==> src/rtl/sram_swc_bus_adapter_pkg.sv <==
// Shared state encoding, strobe width and request address checks for the
// sram_swc bus adapter and its byte-strobed helpers.
package sram_swc_bus_adapter_pkg;

  localparam int DATA_WIDTH_DEF = 32;
  localparam int STRB_WIDTH     = DATA_WIDTH_DEF / 8;

  localparam logic [2:0] ST_IDLE    = 3'd0;
  localparam logic [2:0] ST_ACCESS  = 3'd1;
  localparam logic [2:0] ST_RD_WAIT = 3'd2;
  localparam logic [2:0] ST_WRITE   = 3'd3;
  localparam logic [2:0] ST_RESP    = 3'd4;

  // A request is rejected when it is not word aligned or when any byte-address
  // bit above the SRAM's word index is set.
  function automatic logic addr_err(input logic [63:0] byte_addr,
                                    input int unsigned word_addr_width);
    logic [63:0] above;
    above = byte_addr >> (word_addr_width + 32'd2);
    return (byte_addr[1:0] != 2'b00) || (above != 64'd0);
  endfunction

endpackage

==> src/rtl/sram_swc_byte_merge.sv <==
// Combinational byte merge: each strobed byte takes the new data, every other
// byte keeps the old word's value.
module sram_swc_byte_merge #(
  parameter int DATA_WIDTH = 32
) (
  input  logic [DATA_WIDTH-1:0]   old_data,
  input  logic [DATA_WIDTH-1:0]   new_data,
  input  logic [DATA_WIDTH/8-1:0] strb,
  output logic [DATA_WIDTH-1:0]   merged
);

  for (genvar i = 0; i < DATA_WIDTH / 8; i++) begin : g_byte
    assign merged[8*i +: 8] = strb[i] ? new_data[8*i +: 8] : old_data[8*i +: 8];
  end

endmodule

==> src/rtl/sram_swc_bus_adapter.sv <==
// Byte-addressed valid/ready load/store front end for sram_swc; partial-strobe
// writes become an internal read-modify-write, bad addresses never reach the SRAM.
module sram_swc_bus_adapter
  import sram_swc_bus_adapter_pkg::*;
#(
  parameter int DATA_WIDTH     = 32,
  parameter int ADDR_WIDTH     = 10,
  parameter int REQ_ADDR_WIDTH = 32
) (
  input  logic                      clk,
  input  logic                      rst_n,
  input  logic                      req_valid,
  output logic                      req_ready,
  input  logic                      req_we,
  input  logic [REQ_ADDR_WIDTH-1:0] req_addr,
  input  logic [DATA_WIDTH-1:0]     req_wdata,
  input  logic [DATA_WIDTH/8-1:0]   req_wstrb,
  output logic                      rsp_valid,
  input  logic                      rsp_ready,
  output logic [DATA_WIDTH-1:0]     rsp_rdata,
  output logic                      rsp_err,
  output logic                      sram_we,
  output logic [ADDR_WIDTH-1:0]     sram_addr,
  output logic [DATA_WIDTH-1:0]     sram_wdata,
  input  logic [DATA_WIDTH-1:0]     sram_rdata
);

  localparam int STRB_W = DATA_WIDTH / 8;

  logic [2:0]            state;
  logic                  wr_q;
  logic [DATA_WIDTH-1:0] wdata_q;
  logic [STRB_W-1:0]     wstrb_q;
  logic [DATA_WIDTH-1:0] merged;

  logic accept;
  logic req_err;
  logic full_strb;
  logic no_strb;

  assign accept    = req_valid && req_ready;
  assign req_err   = addr_err(64'(req_addr), int'(unsigned'(ADDR_WIDTH)));
  assign full_strb = &req_wstrb;
  assign no_strb   = ~|req_wstrb;

  // The old word comes straight from the SRAM in RD_WAIT, so the merged word is
  // written back whole in one cycle and a reset can never leave it torn.
  sram_swc_byte_merge #(
    .DATA_WIDTH (DATA_WIDTH)
  ) u_byte_merge (
    .old_data (sram_rdata),
    .new_data (wdata_q),
    .strb     (wstrb_q),
    .merged   (merged)
  );

  // NOTE: state is updated with non-blocking assignments so every register
  // samples pre-edge values and the block order does not matter.
  always_ff @(posedge clk or negedge rst_n) begin
    if (!rst_n) begin
      state      <= ST_IDLE;
      req_ready  <= 1'b1;
      rsp_valid  <= 1'b0;
      rsp_rdata  <= '0;
      rsp_err    <= 1'b0;
      sram_we    <= 1'b0;
      sram_addr  <= '0;
      sram_wdata <= '0;
      wr_q       <= 1'b0;
      wdata_q    <= '0;
      wstrb_q    <= '0;
    end else begin
      case (state)
        ST_IDLE: begin
          if (accept) begin
            req_ready <= 1'b0;
            rsp_rdata <= '0;
            rsp_err   <= 1'b0;
            wr_q      <= req_we;
            wdata_q   <= req_wdata;
            wstrb_q   <= req_wstrb;
            if (req_err) begin
              rsp_err <= 1'b1;
              state   <= ST_RESP;
            end else if (req_we && no_strb) begin
              state <= ST_RESP;
            end else begin
              sram_addr <= req_addr[ADDR_WIDTH+1:2];
              if (req_we && full_strb) begin
                sram_we    <= 1'b1;
                sram_wdata <= req_wdata;
              end
              state <= ST_ACCESS;
            end
          end
        end

        ST_ACCESS: begin
          sram_we <= 1'b0;
          state   <= (wr_q && (&wstrb_q)) ? ST_RESP : ST_RD_WAIT;
        end

        ST_RD_WAIT: begin
          if (wr_q) begin
            sram_wdata <= merged;
            sram_we    <= 1'b1;
            state      <= ST_WRITE;
          end else begin
            rsp_rdata <= sram_rdata;
            state     <= ST_RESP;
          end
        end

        ST_WRITE: begin
          sram_we <= 1'b0;
          state   <= ST_RESP;
        end

        ST_RESP: begin
          // First cycle in RESP raises rsp_valid; it then holds until taken.
          if (!rsp_valid) begin
            rsp_valid <= 1'b1;
          end else if (rsp_ready) begin
            rsp_valid <= 1'b0;
            req_ready <= 1'b1;
            state     <= ST_IDLE;
          end
        end

        default: begin
          sram_we   <= 1'b0;
          rsp_valid <= 1'b0;
          req_ready <= 1'b1;
          state     <= ST_IDLE;
        end
      endcase
    end
  end

endmodule
==> config.mk <==
export PLATFORM = sky130hd
export DESIGN_NAME = sram_swc_bus_adapter
export DESIGN_NICKNAME = d
export VERILOG_FILES = /design/src/rtl/sram_swc_bus_adapter_pkg.sv /design/src/rtl/sram_swc_byte_merge.sv /design/src/rtl/sram_swc_bus_adapter.sv
export SDC_FILE = /design/constraint.sdc
export NUM_CORES = 1
export LEC_CHECK = 0
export CAP_MARGIN = 15
export CORE_MARGIN = 3
export CORE_UTILIZATION = 35
export DETAILED_ROUTE_END_ITERATION = 8
export PLACE_DENSITY_LB_ADDON = 0.25
export RECOVER_POWER = 100
export SYNTH_ARGS = -nofsm -noshare
export SYNTH_HDL_FRONTEND = slang
export SYNTH_HIERARCHICAL = 1
export SYNTH_SLANG_ARGS = --single-unit
==> constraint.sdc <==
create_clock -name clk -period 1.9 [get_ports clk]
set_input_delay 0.285 -clock clk [delete_from_list [all_inputs] [get_ports clk]]
set_output_delay 0.285 -clock clk [all_outputs]
set_load 0.02 [all_outputs]
After elaboration in Yosys (flattened, before gate mapping)
Index checks and enable logic that the tools add are counted.
Operators by class
  equality and inequality tests: 12
  mux-type cells: 35
  bitwise gates (word level): 4
  reduce and logical (&&, ||, !) cells: 22
Operators with widths (number)
  $mux W32: 7
  $pmux W32 S2: 2
  $reduce_bool A64 Y1: 1
  $mux W8: 4
  $mux W3: 7
  $ne A2 B2 Y1 const B: 8
  $reduce_and A4 Y1: 4
  $pmux W3 S5: 1
  $reduce_and A6 Y1: 2
  $mux W1: 11
  $reduce_or A4 Y1: 2
  $eq A3 B2 Y1 const B: 2
  $pmux W1 S3: 2
  $reduce_and A3 Y1: 2
  $logic_and A1 B1 Y1: 4
  $not A1 Y1: 4
  $reduce_bool A2 Y1: 2
  $eq A3 B1 Y1 const B: 1
  $eq A3 B3 Y1 const B: 1
  $logic_not A3 Y1: 1
  $reduce_or A3 Y1: 1
  $pmux W1 S2: 1
  $reduce_and A2 Y1: 1
  $logic_not A1 Y1: 1
  $logic_or A1 B1 Y1: 1
Storage, ports and cells
  bits in registers: 118
  input port bits: 105
  logic and storage cells: 84

Logic depth before layout (Yosys ltp)
Gate-level depths: netlist (run 1).
  word-level depth: 7
  mapped depth: 7

Cells and area by module
The synthesis (run 1) kept the hierarchy.
Modules (own cells, without submodules)
  sram_swc_bus_adapter: instances 1, cells each 508, area each 5611.6 µm²
  sram_swc_byte_merge: instances 1, cells each 36, area each 525.5 µm²

Least setup slack after synthesis (run 1)
Ideal clock, no wire load.
  path type: flip-flop to flip-flop
  from: reg state[0]
  to: reg sram_wdata[0]
  library setup time: 0.126 ns
  arrival time: 1.876 ns
  path slack: -0.102 ns
  cell stages (with the launch flop): 7
  clock period less this slack: 2.002 ns
  path through: dfrtp_1 nor2_1 and2_1 clkbuf_1 clkbuf_1 mux2_2 a221o_1
On the way
  word-level cells in the longest chain between the ends: 3
  elaborated cells on any way between the ends: 10
  those cells by class: 6 x eq/ne; 1 x mux; 3 x reduce/logical
RTL lines
  from (decl): line sram_swc_bus_adapter.sv:30  | logic [2:0] state;
  from (signal assigned): line sram_swc_bus_adapter.sv:100  | state <= (wr_q && (&wstrb_q)) ? ST_RESP : ST_RD_WAIT;
  $eq A3 B2 Y1 or $logic_not A3 Y1 (tied branches): line sram_swc_bus_adapter.sv:73  | case (state)
  $ne A2 B2 Y1 (no line) or $reduce_bool A2 Y1 (tied branches)
  $reduce_and A6 Y1 (no line)
  to (signal assigned): line sram_swc_bus_adapter.sv:91  | sram_wdata <= req_wdata;
  to (signal assigned): line sram_swc_bus_adapter.sv:105  | sram_wdata <= merged;
  to (decl): line sram_swc_bus_adapter.sv:24  | output logic [DATA_WIDTH-1:0] sram_wdata,
Several ways; a longest one is shown, not always the timed one.
A chain may end at the register's enable or synchronous reset.

Final worst setup path (run 1)
  from: in req_addr[29]
  to: reg sram_addr[2]
On the way
  word-level cells in the longest chain between the ends: 4
RTL lines
  from (decl): line sram_swc_bus_adapter.sv:15  | input logic [REQ_ADDR_WIDTH-1:0] req_addr,
  $reduce_bool A64 Y1: line sram_swc_bus_adapter_pkg.sv:20  | return (byte_addr[1:0] != 2'b00) || (above != 64'd0);
  $logic_or A1 B1 Y1: line sram_swc_bus_adapter_pkg.sv:20
  $not A1 Y1 (no line)
  $reduce_and A4 Y1 (no line)
  to (signal assigned): line sram_swc_bus_adapter.sv:88  | sram_addr <= req_addr[ADDR_WIDTH+1:2];
  to (decl): line sram_swc_bus_adapter.sv:23  | output logic [ADDR_WIDTH-1:0] sram_addr,
No other way between the ends.

==> flow_metrics.env, run 1 <==
export IMPL_dpl_cell_count=939
export IMPL_layout_nets=860
export IMPL_fmax_mhz=532
export IMPL_path_delay_family="simple AND/OR/NAND/NOR gates"
export IMPL_cts_tree="done"
export IMPL_rr_worst_depth=6
export IMPL_power_total_mw=8.90
export IMPL_grt_max_degree=58
export IMPL_critPathArrivalTime_ns=2.18
export IMPL_synth_cell_types=33
export IMPL_hp_start="req_wstrb[1]"
export IMPL_gp_congestion=0.763
export IMPL_ys_seq_elements=118
export IMPL_core_um2=16900
export IMPL_syn_area_um2=6140
export IMPL_setup_viol=0
export IMPL_powerDensity_nw_per_um2=971
export IMPL_required_ns=2.20
export IMPL_postPlaceCellArea_um2=8320
export IMPL_slew_headroom_pct=20.2
export IMPL_clockRootBuffer="clkbuf_16"
export IMPL_postSynthCellCount=544
export IMPL_finalInstanceArea_um2=9170
export IMPL_finalMaxSlewViolations=0
export IMPL_critPathMostFrequentCell="buf_6"
export IMPL_critPathMaxStageDelay_ns=0.44
export IMPL_first_global_vias=5435
export IMPL_clk_latency_ns=0.42
export IMPL_status="completed"
export IMPL_die_h_um=138
export IMPL_wl_per_cell_um=19.7
export IMPL_drc=0
export IMPL_holdPathEnd="wstrb_q[1]"
export IMPL_grt_usage_pct=20.3
export IMPL_dp_hpwl_mm=12.7
export IMPL_reg2reg_slack_ns=0.03
export IMPL_synth_yosys_seq_area_share_pct=48.1
export IMPL_grt_pass1_wl_mm=30.9
export IMPL_via_per_inst=5.22
export IMPL_power_leakage_nw=4.35
export IMPL_wl_met1_mm=8.43
export IMPL_rsz0062_at_grt="yes"
export IMPL_fin_crit_sh_pct=98.9
export IMPL_r2r_end="sram_wdata[13]"
export IMPL_drt_total_wl_mm=19.4
export IMPL_dieArea_um2=19200
export IMPL_antenna_cells=0
export IMPL_start_util_pct=36.4
export IMPL_drtAntennaViolNets=0
export IMPL_wl_met2_mm=9.47
export IMPL_hold_path_cell_count=3
export IMPL_cts_sinks=118
export IMPL_synth_avg_cell_area_um2=11.3
export IMPL_syn_num_nets=649
export IMPL_clockBufferDepth=2
export IMPL_port_buffers=182
export IMPL_skew_ns=0.00678
export IMPL_r2r_start="req_ready"
export IMPL_vias=5157
export IMPL_crit_path_top_delay_cell="clkdlybuf4s50_1"
export IMPL_crit_path_max_fanout=6
export IMPL_critPathKind="input port to flip-flop"
export IMPL_antenna_found_initial=0
export IMPL_tightestPinTransition_ns=1.20
export IMPL_drt_iter0_drc=270
export IMPL_firstDrtPassIters=5
export IMPL_hold_class="input port to flip-flop"
export IMPL_crit_chain="clkdlybuf4s50_1 > nor4_2 > and4_4 > nand3_4 > buf_6 > nor2_4 > buf_6 > mux2_4"
export IMPL_highest_layer="met4"
export IMPL_grt_remaining_overflow=0
export IMPL_cap_violations=0
export IMPL_top_level_ports=183
export IMPL_std_cell_rows=47
export IMPL_wl_met3_mm=1.30
export IMPL_cp_end_kind="flip-flop"
export IMPL_syn2layout_area_growth_pct=49.4
export IMPL_start_kind="input port"
export IMPL_finalWorstSetupSlack_ns=0.0211
export IMPL_final_layout_size_suffix_gt1_share_pct=27.1
export IMPL_layout_min_cycle_time_ns=1.88
export IMPL_vdd_drop_max_v=0.000713
export IMPL_clk_pin_slew_ns=0.05
export IMPL_finalHoldViolCount=0
export IMPL_htree_levels=4
export IMPL_post_place_ws_ns=-0.595
export IMPL_yosysWarningCount=6
export IMPL_final_cells=987
export IMPL_cts_buffers=17
export IMPL_die_w_um=138
export IMPL_critical_path_buf_inv_count=3
==> timing repair <==
item	4_1_cts	5_1_grt
hold endpoints to repair	18	0
pin swaps	8	8
setup endpoints to repair	43	51
gates cloned	6	0
hold buffers	1	0
gates resized for setup	29	23
buffers inserted	8	3
==> routing by layer <==
layer	up-vias	global-route usage, %
met5	-	0
met3	18	6.98
met4	0	5.20
li1	2389	-
met2	166	32.6
met1	2584	26.5
==> placed cells by master, fill, tap and decap left out, types with 2 or more instances in the layout <==
cell type	count
clkdlybuf4s50_1	97
clkbuf_4	3
clkbuf_2	2
dfrtp_1	116
nor4_2	4
o21ba_4	4
clkdlybuf4s15_1	2
mux2_4	41
a21o_1	2
dlygate4sd2_1	2
nand4_1	2
nand3_1	42
nor2_1	4
buf_6	11
inv_1	2
clkbuf_8	3
a221o_1	32
clkinvlp_4	2
clkbuf_16	17
nor3_4	2
nor2b_1	64
clkbuf_1	4
dlymetal6s2s_1	2
and2_4	2
buf_12	3
nand2_1	63
buf_4	24
and3_1	2
o21ai_0	2
mux2_2	70
clkinv_2	7
dlygate4sd3_1	78
a21oi_1	35
==> report_power, final <==
part	internal (mW)	switching, mW	leakage, nW	total, mW
clock network	1.87	1.14	0.274	3.02
registers	2.96	0.466	1.56	3.43
logic	1.43	1.03	2.51	2.46
==> worst max-delay path by stage <==
stage	startpoint	end	cells past startpoint
5_1_grt	req_addr[29]	sram_addr[2]	8
3_3_place_gp	req_addr[16]	sram_wdata[13]	6
2_1_floorplan	req_addr[16]	sram_wdata[0]	6
4_1_cts	req_addr[19]	sram_addr[6]	8
6_report	req_addr[29]	sram_addr[2]	8
3_5_place_dp	req_addr[16]	sram_wdata[13]	6
==> registers in the layout, summed over array words and instances (netlist names) <==
| name | count |
|---|---|
| rsp_rdata | 32 |
| sram_wdata | 32 |
| wdata_q | 32 |
| sram_addr | 10 |
| wstrb_q | 4 |
| state | 3 |
| req_ready | 1 |
| rsp_err | 1 |
| rsp_valid | 1 |
| sram_we | 1 |
| wr_q | 1 |
==> worst reg2reg max path: cells and delay by family (launching register included) <==
family                 cells  cell delay, ns
AO/OA/AOI/OAI              2            0.64
flip-flops                 1            0.53
AND/OR/NAND/NOR            3            0.38
buffers and inverters      1            0.20
==> final cells by class <==
type / instances / area [um^2]
multi-input combinational: 386 / 3110
clock inverter: 10 / 80.1
clock buffer: 21 / 470
sequential: 118 / 2960
tap: 220 / 275
fill: 1420 / 7710
inverter: 2 / 7.51
timing repair buffer: 230 / 2270
==> synth_stat cells, drive strengths merged <==
library cell  instances  area [um^2]
a211o                 1         8.76
a21o                  2         15.0
a21oi                35          175
a221o                32          320
a31oi                 1         6.26
and2                  3         18.8
and3                  2         12.5
and4                  1         8.76
buf                  12          103
clkbuf               29          109
dfrtp               117         2930
dfstp                 1         26.3
inv                   2         7.51
mux2                111         1370
nand2                64          240
nand3                43          220
nand4                 2         12.5
nand4b                1         8.76
nor2                  5         18.8
nor2b                65          407
nor3                  4         36.3
nor4                  5         31.3
o21a                  1         7.51
o21ai                 2         10.0
o21ba                 1         16.3
o221ai                1         8.76
or4                   1         11.3
==> cell families (layout without fill, tap and decap cells) <==
logic type / Yosys count / in the layout / synth area share [%]
mux: 111 / 111 / 22.3
simple gates: 196 / 196 / 16.7
flops: 118 / 118 / 48.1
buf+inv: 43 / 263 / 3.57
compound gates: 76 / 79 / 9.26
==> metrics by stage <==
step                      hold slack [ns]  utilization (%)  TNS, ns
after global routing                0.319             54.3   -0.531
after floorplan                   -0.0106                -  -0.0450
after detailed placement            0.196             49.3   -23.93
after CTS                           0.290             54.1        0
after global placement              0.193             49.3   -23.31
final                               0.306             54.3        0
No activity file was read; power rests on OpenSTA's default activity.
==> run 2: changes to the inputs <==
Settings changed: CORE_UTILIZATION 35 to 41.
==> flow_metrics.env, run 2 (synthesis results as in run 1) <==
export IMPL_setup_tns_ns=0
export IMPL_hold_class="input port to flip-flop"
export IMPL_htree_levels=4
export IMPL_hold_path_cell_count=3
export IMPL_critPathMaxStageDelay_ns=0.53
export IMPL_cts_sinks=118
export IMPL_rr_worst_depth=6
export IMPL_start_kind="flip-flop"
export IMPL_std_cell_rows=44
export IMPL_first_global_vias=5539
export IMPL_start_util_pct=42.1
export IMPL_dieArea_um2=16500
export IMPL_vdd_drop_max_v=0.000704
export IMPL_power_leakage_nw=4.31
export IMPL_final_common_cell="dfrtp_1"
export IMPL_top_regs="rsp_rdata: 32 flops, sram_wdata: 32 flops, wdata_q: 32 flops"
export IMPL_cp_end_kind="flip-flop"
export IMPL_grt_usage_pct=23.5
export IMPL_syn2layout_area_growth_pct=47.7
export IMPL_grt_remaining_overflow=0
export IMPL_r2r_start="req_ready"
export IMPL_fin_crit_sh_pct=99.1
export IMPL_grt_pass1_wl_mm=30.1
export IMPL_core_um2=14600
export IMPL_port_buffers=182
export IMPL_critPathKind="flip-flop to flip-flop"
export IMPL_clk_latency_ns=0.42
export IMPL_layout_min_cycle_time_ns=1.88
export IMPL_die_h_um=128
export IMPL_vias=5193
export IMPL_setup_viol=0
export IMPL_fmax_mhz=531
export IMPL_multi_input_area_um2=3060
export IMPL_cap_violations=0
export IMPL_drt_total_wl_mm=18.9
export IMPL_whs_ns=0.436
export IMPL_fillCellCount=1145
export IMPL_r2r_end="sram_wdata[13]"
export IMPL_critPathArrivalTime_ns=2.18
export IMPL_clk_pin_slew_ns=0.05
export IMPL_tightestPinTransition_ns=0.737
export IMPL_top_level_ports=183
export IMPL_drc=0
export IMPL_die_w_um=128
export IMPL_rsz0062_at_grt="yes"
export IMPL_dp_hpwl_mm=12.5
export IMPL_slew_headroom_pct=50.9
export IMPL_finalInstanceArea_um2=9060
export IMPL_via_per_inst=5.48
export IMPL_cts_buffers=17
export IMPL_postPlaceCellArea_um2=8320
export IMPL_reg2reg_slack_ns=0.02
export IMPL_clockRootBuffer="clkbuf_16"
export IMPL_hp_start="sram_rdata[27]"
export IMPL_skew_ns=0.0125
export IMPL_drtAntennaViolNets=0
export IMPL_status="completed"
export IMPL_finalHoldViolCount=0
export IMPL_grt_max_degree=54
export IMPL_ff_latch_area_um2=2950
export IMPL_finalMaxSlewViolations=0
export IMPL_final_layout_size_suffix_gt1_share_pct=25.8
export IMPL_layout_nets=855
export IMPL_critPathMostFrequentCell="nand4_1"
export IMPL_gp_congestion=0.806
export IMPL_wl_per_cell_um=19.9
export IMPL_firstDrtPassIters=4
export IMPL_crit_chain="nand4_1 > nor3_2 > nand4_1 > buf_6 > o21ba_4 > a221o_1"
export IMPL_final_cell_mix="117 x dfrtp_1, 100 x clkdlybuf4s50_1, 79 x mux2_2, 77 x dlygate4sd3_1, 65 x nor2b_1"
export IMPL_holdPathEnd="rsp_rdata[27]"
export IMPL_utilization_pct=62.1
export IMPL_drt_iter0_drc=343
export IMPL_crit_path_max_fanout=8
export IMPL_antenna_found_initial=0
export IMPL_crit_path_top_delay_cell="dfstp_2"
export IMPL_cts_tree="done"
export IMPL_powerDensity_nw_per_um2=1030
export IMPL_antenna_cells=0
export IMPL_clockBufferDepth=2
export IMPL_required_ns=2.19
run 2: layout make-up:
class                           instances  area share (%)
Tap cell                              184            2.54
Clock buffer                           23            5.38
Timing Repair Buffer                  225            24.3
Multi-Input combinational cell        386            33.7
Sequential cell                       118            32.6
Clock inverter                          9            1.37
Inverter                                2          0.0828
run 2: power breakdown:
| group | switching (mW) | internal (mW) | leakage [nW] | total, mW |
|---|---|---|---|---|
| logic | 1.05 | 1.48 | 2.44 | 2.53 |
| clock network | 1.14 | 2.19 | 0.307 | 3.33 |
| registers | 0.470 | 2.96 | 1.57 | 3.43 |
| total | 2.66 | 6.63 | 4.31 | 9.29 |
run 2: metrics by stage:
stage          cells  worst slack (ns)  power, mW
6_report         947            0.0172       9.29
5_1_grt          947           -0.0742       9.71
4_1_cts          948          -0.00504       9.34
3_5_place_dp     906            -0.591       6.00
3_3_place_gp     906            -0.561       5.88
2_1_floorplan    544           -0.0225       5.12
run 2: repair_timing:
action,in CTS,in global routing
setup endpoints to repair,43,51
hold buffers,1,0
cloned,5,0
pin swaps,9,15
setup buffers,4,0
gates resized for setup,20,6
hold endpoints to repair,27,0
run 2: critical path: cells and delay by family, from the launching register on:
kind / cells / cell delay, ns
buf+inv: 1 / 0.17
compound gates: 2 / 0.60
simple gates: 3 / 0.47
flops: 1 / 0.53
run 2: worst max path at each step:
| stage | start | slack [ns] | to | cells after the start |
|---|---|---|---|---|
| after global routing | req_ready | -0.07 | sram_wdata[1] | 6 |
| after floorplan | req_addr[16] | -0.02 | sram_wdata[0] | 6 |
| after global placement | req_addr[16] | -0.56 | sram_wdata[13] | 6 |
| after CTS | req_addr[18] | -0.005 | sram_wdata[15] | 7 |
| after detailed placement | req_addr[16] | -0.59 | sram_wdata[1] | 6 |
| final | req_ready | 0.02 | sram_wdata[13] | 6 |
run 2: layer usage:
layer,global-route usage [%],up-vias,wire length (um)
li1,-,2365,-
met5,0,-,0
met3,7.51,27,1600
met2,37.7,206,9020
met4,6.62,0,297
met1,30.7,2595,7950
==> run 3: changes to the inputs <==
Settings changed: GPL_ROUTABILITY_DRIVEN set to 0.
==> results of run 3 <==
Final layout, timing and power as in run 2 (identical DEF).
==> RTL change, RTL diff (flow settings as in run 1) <==
Change the parameter `REQ_ADDR_WIDTH` from 32 to 48.
--- a/src/rtl/sram_swc_bus_adapter.sv
+++ b/src/rtl/sram_swc_bus_adapter.sv
@@ -7,3 +7,3 @@
   parameter int ADDR_WIDTH     = 10,
-  parameter int REQ_ADDR_WIDTH = 32
+  parameter int REQ_ADDR_WIDTH = 48
 ) (
Ports: changed (resized req_addr); port bits go from 183 to 199. No check against the original RTL was run, so the function may have changed too.
==> RTL change against run 1 <==
The run now ends with capacitance limit, slew limit, setup timing left. Maximum frequency down 12%. Non-clock buffer count down 6. Sequential cell count did not move. Setup slack worse by 0.26 ns. Critical path depth decreased by 2. Count of clock-buffer cells in the layout up 2. First-iteration DRC count fell by 50%. Synthesized area down 9.4%. Total power decreased by 7.0%. Core utilization increased by 2.5 points. Cell area is 4.8% lower. Routed wire length down 20%. Largest cell class is now registers. Largest power group unchanged.
==> RTL change: results (changes against run 1) <==
The flow ran to the end, but the final reports show violations. The final reports fail on capacitance limit, slew limit, setup timing. The number of nets in the synthesized netlist came to 494 (-24%). The HPWL after detailed placement came to 10700 um (-16%). The met1 demand-to-capacity share in global routing came out at 22.2% (-4.3 points). The iteration-0 DRC count of the detailed router is 135 (-50%). The actual transition at the worst max-transition pin is 1.63 ns (+0.430 ns).

The average detailed-routed wire length per instance was 19.0 um (-3.3%). The complex-gate fraction of the synthesized area is 6.73% (-2.5 points). The met1 wire length was 6670 um (-21%).

The met3 routed wirelength came out at 966 um (-25%). The length of routed met2 wiring is 7760 um (-18%). The met2 layer usage reported by global route came out at 29.4% (-3.2 points). The post-detailed-route via-to-cell ratio came out at 4.87 (-6.8%). The total of endpoints with negative setup slack in the final report is 42 (+42). The later-pin clock latency in the skew report came out at 0.40 ns (-0.02 ns). The share of post-route cells with drive strength above 1 was 35.9% (+8.8 points).

The commonest cells after synthesis are sky130_fd_sc_hd__dfrtp_1 (117), sky130_fd_sc_hd__mux2_2 (78), sky130_fd_sc_hd__mux2_4 (61), sky130_fd_sc_hd__a22o_1 (32), sky130_fd_sc_hd__nor4_1 (11). The register area share after synthesis is 53.1% (+5.0 points). The worst setup timing slack at the placement stage is -0.733 ns (-0.138 ns). The least setup slack across all paths after layout came out at -0.237 ns (-0.258 ns). The count of final max-slew check failures came out at 119 (+119). The met3 track demand over resource in global routing is 6.56% (-0.41 points).

The number of violations of the max-capacitance limit is 1 (+1). The number of gates resized after CTS came out at 6 (-79%).
==> RTL change: worst max-delay path: stages (launching register included) <==
cell and delay (ns):
sky130_fd_sc_hd__dfstp_2 0.55, sky130_fd_sc_hd__nand2_4 0.06, sky130_fd_sc_hd__or3_4 0.40, sky130_fd_sc_hd__a2111oi_4 0.36, sky130_fd_sc_hd__o21ai_4 0.14, sky130_fd_sc_hd__buf_12 0.19, sky130_fd_sc_hd__mux2_4 0.31
==> RTL change: path summary, 6_finish.rpt <==
| check | start | end | slack, ns | cells after the start |
|---|---|---|---|---|
| min | req_addr[21] | rsp_err | 0.35 | 5 |
| min reg2reg | rsp_rdata[8] | rsp_rdata[8] | 0.49 | 1 |
| max reg2reg | req_ready | sram_wdata[19] | -0.24 | 6 |
| max in group asynchronous | rst_n | wdata_q[12] | 0.47 | 2 |
| min in group asynchronous | rst_n | rsp_rdata[26] | 0.43 | 2 |
| max | req_ready | sram_wdata[19] | -0.24 | 6 |
==> RTL change: through the flow <==
stage               setup TNS [ns]  cells  hold WS, ns  area, sq um  power (mW)
global placement            -34.10    782        0.431         7950        5.04
floorplan                    -5.68    373      -0.0106         5570        4.45
finish                       -7.16    818        0.354         8730        8.28
global route                 -9.30    818        0.384         8730        8.66
detailed placement          -37.27    782        0.443         7950        5.13
CTS                          -7.02    814      0.00189         8570        8.37
==> RTL change: final cells by class <==
type / count / area (sq um)
Timing Repair Buffer: 224 / 2320
Tap cell: 211 / 264
Clock inverter: 9 / 97.6
Fill cell: 1247 / 6640
Clock buffer: 23 / 498
Sequential cell: 118 / 2950
Multi-Input combinational cell: 231 / 2590
Inverter: 2 / 7.51
==> RTL change: report_power, final <==
part | switching, mW | internal [mW]
Combinational | 0.543 | 1.22
Sequential | 0.389 | 2.93
Clock | 1.10 | 2.09
Total | 2.03 | 6.24
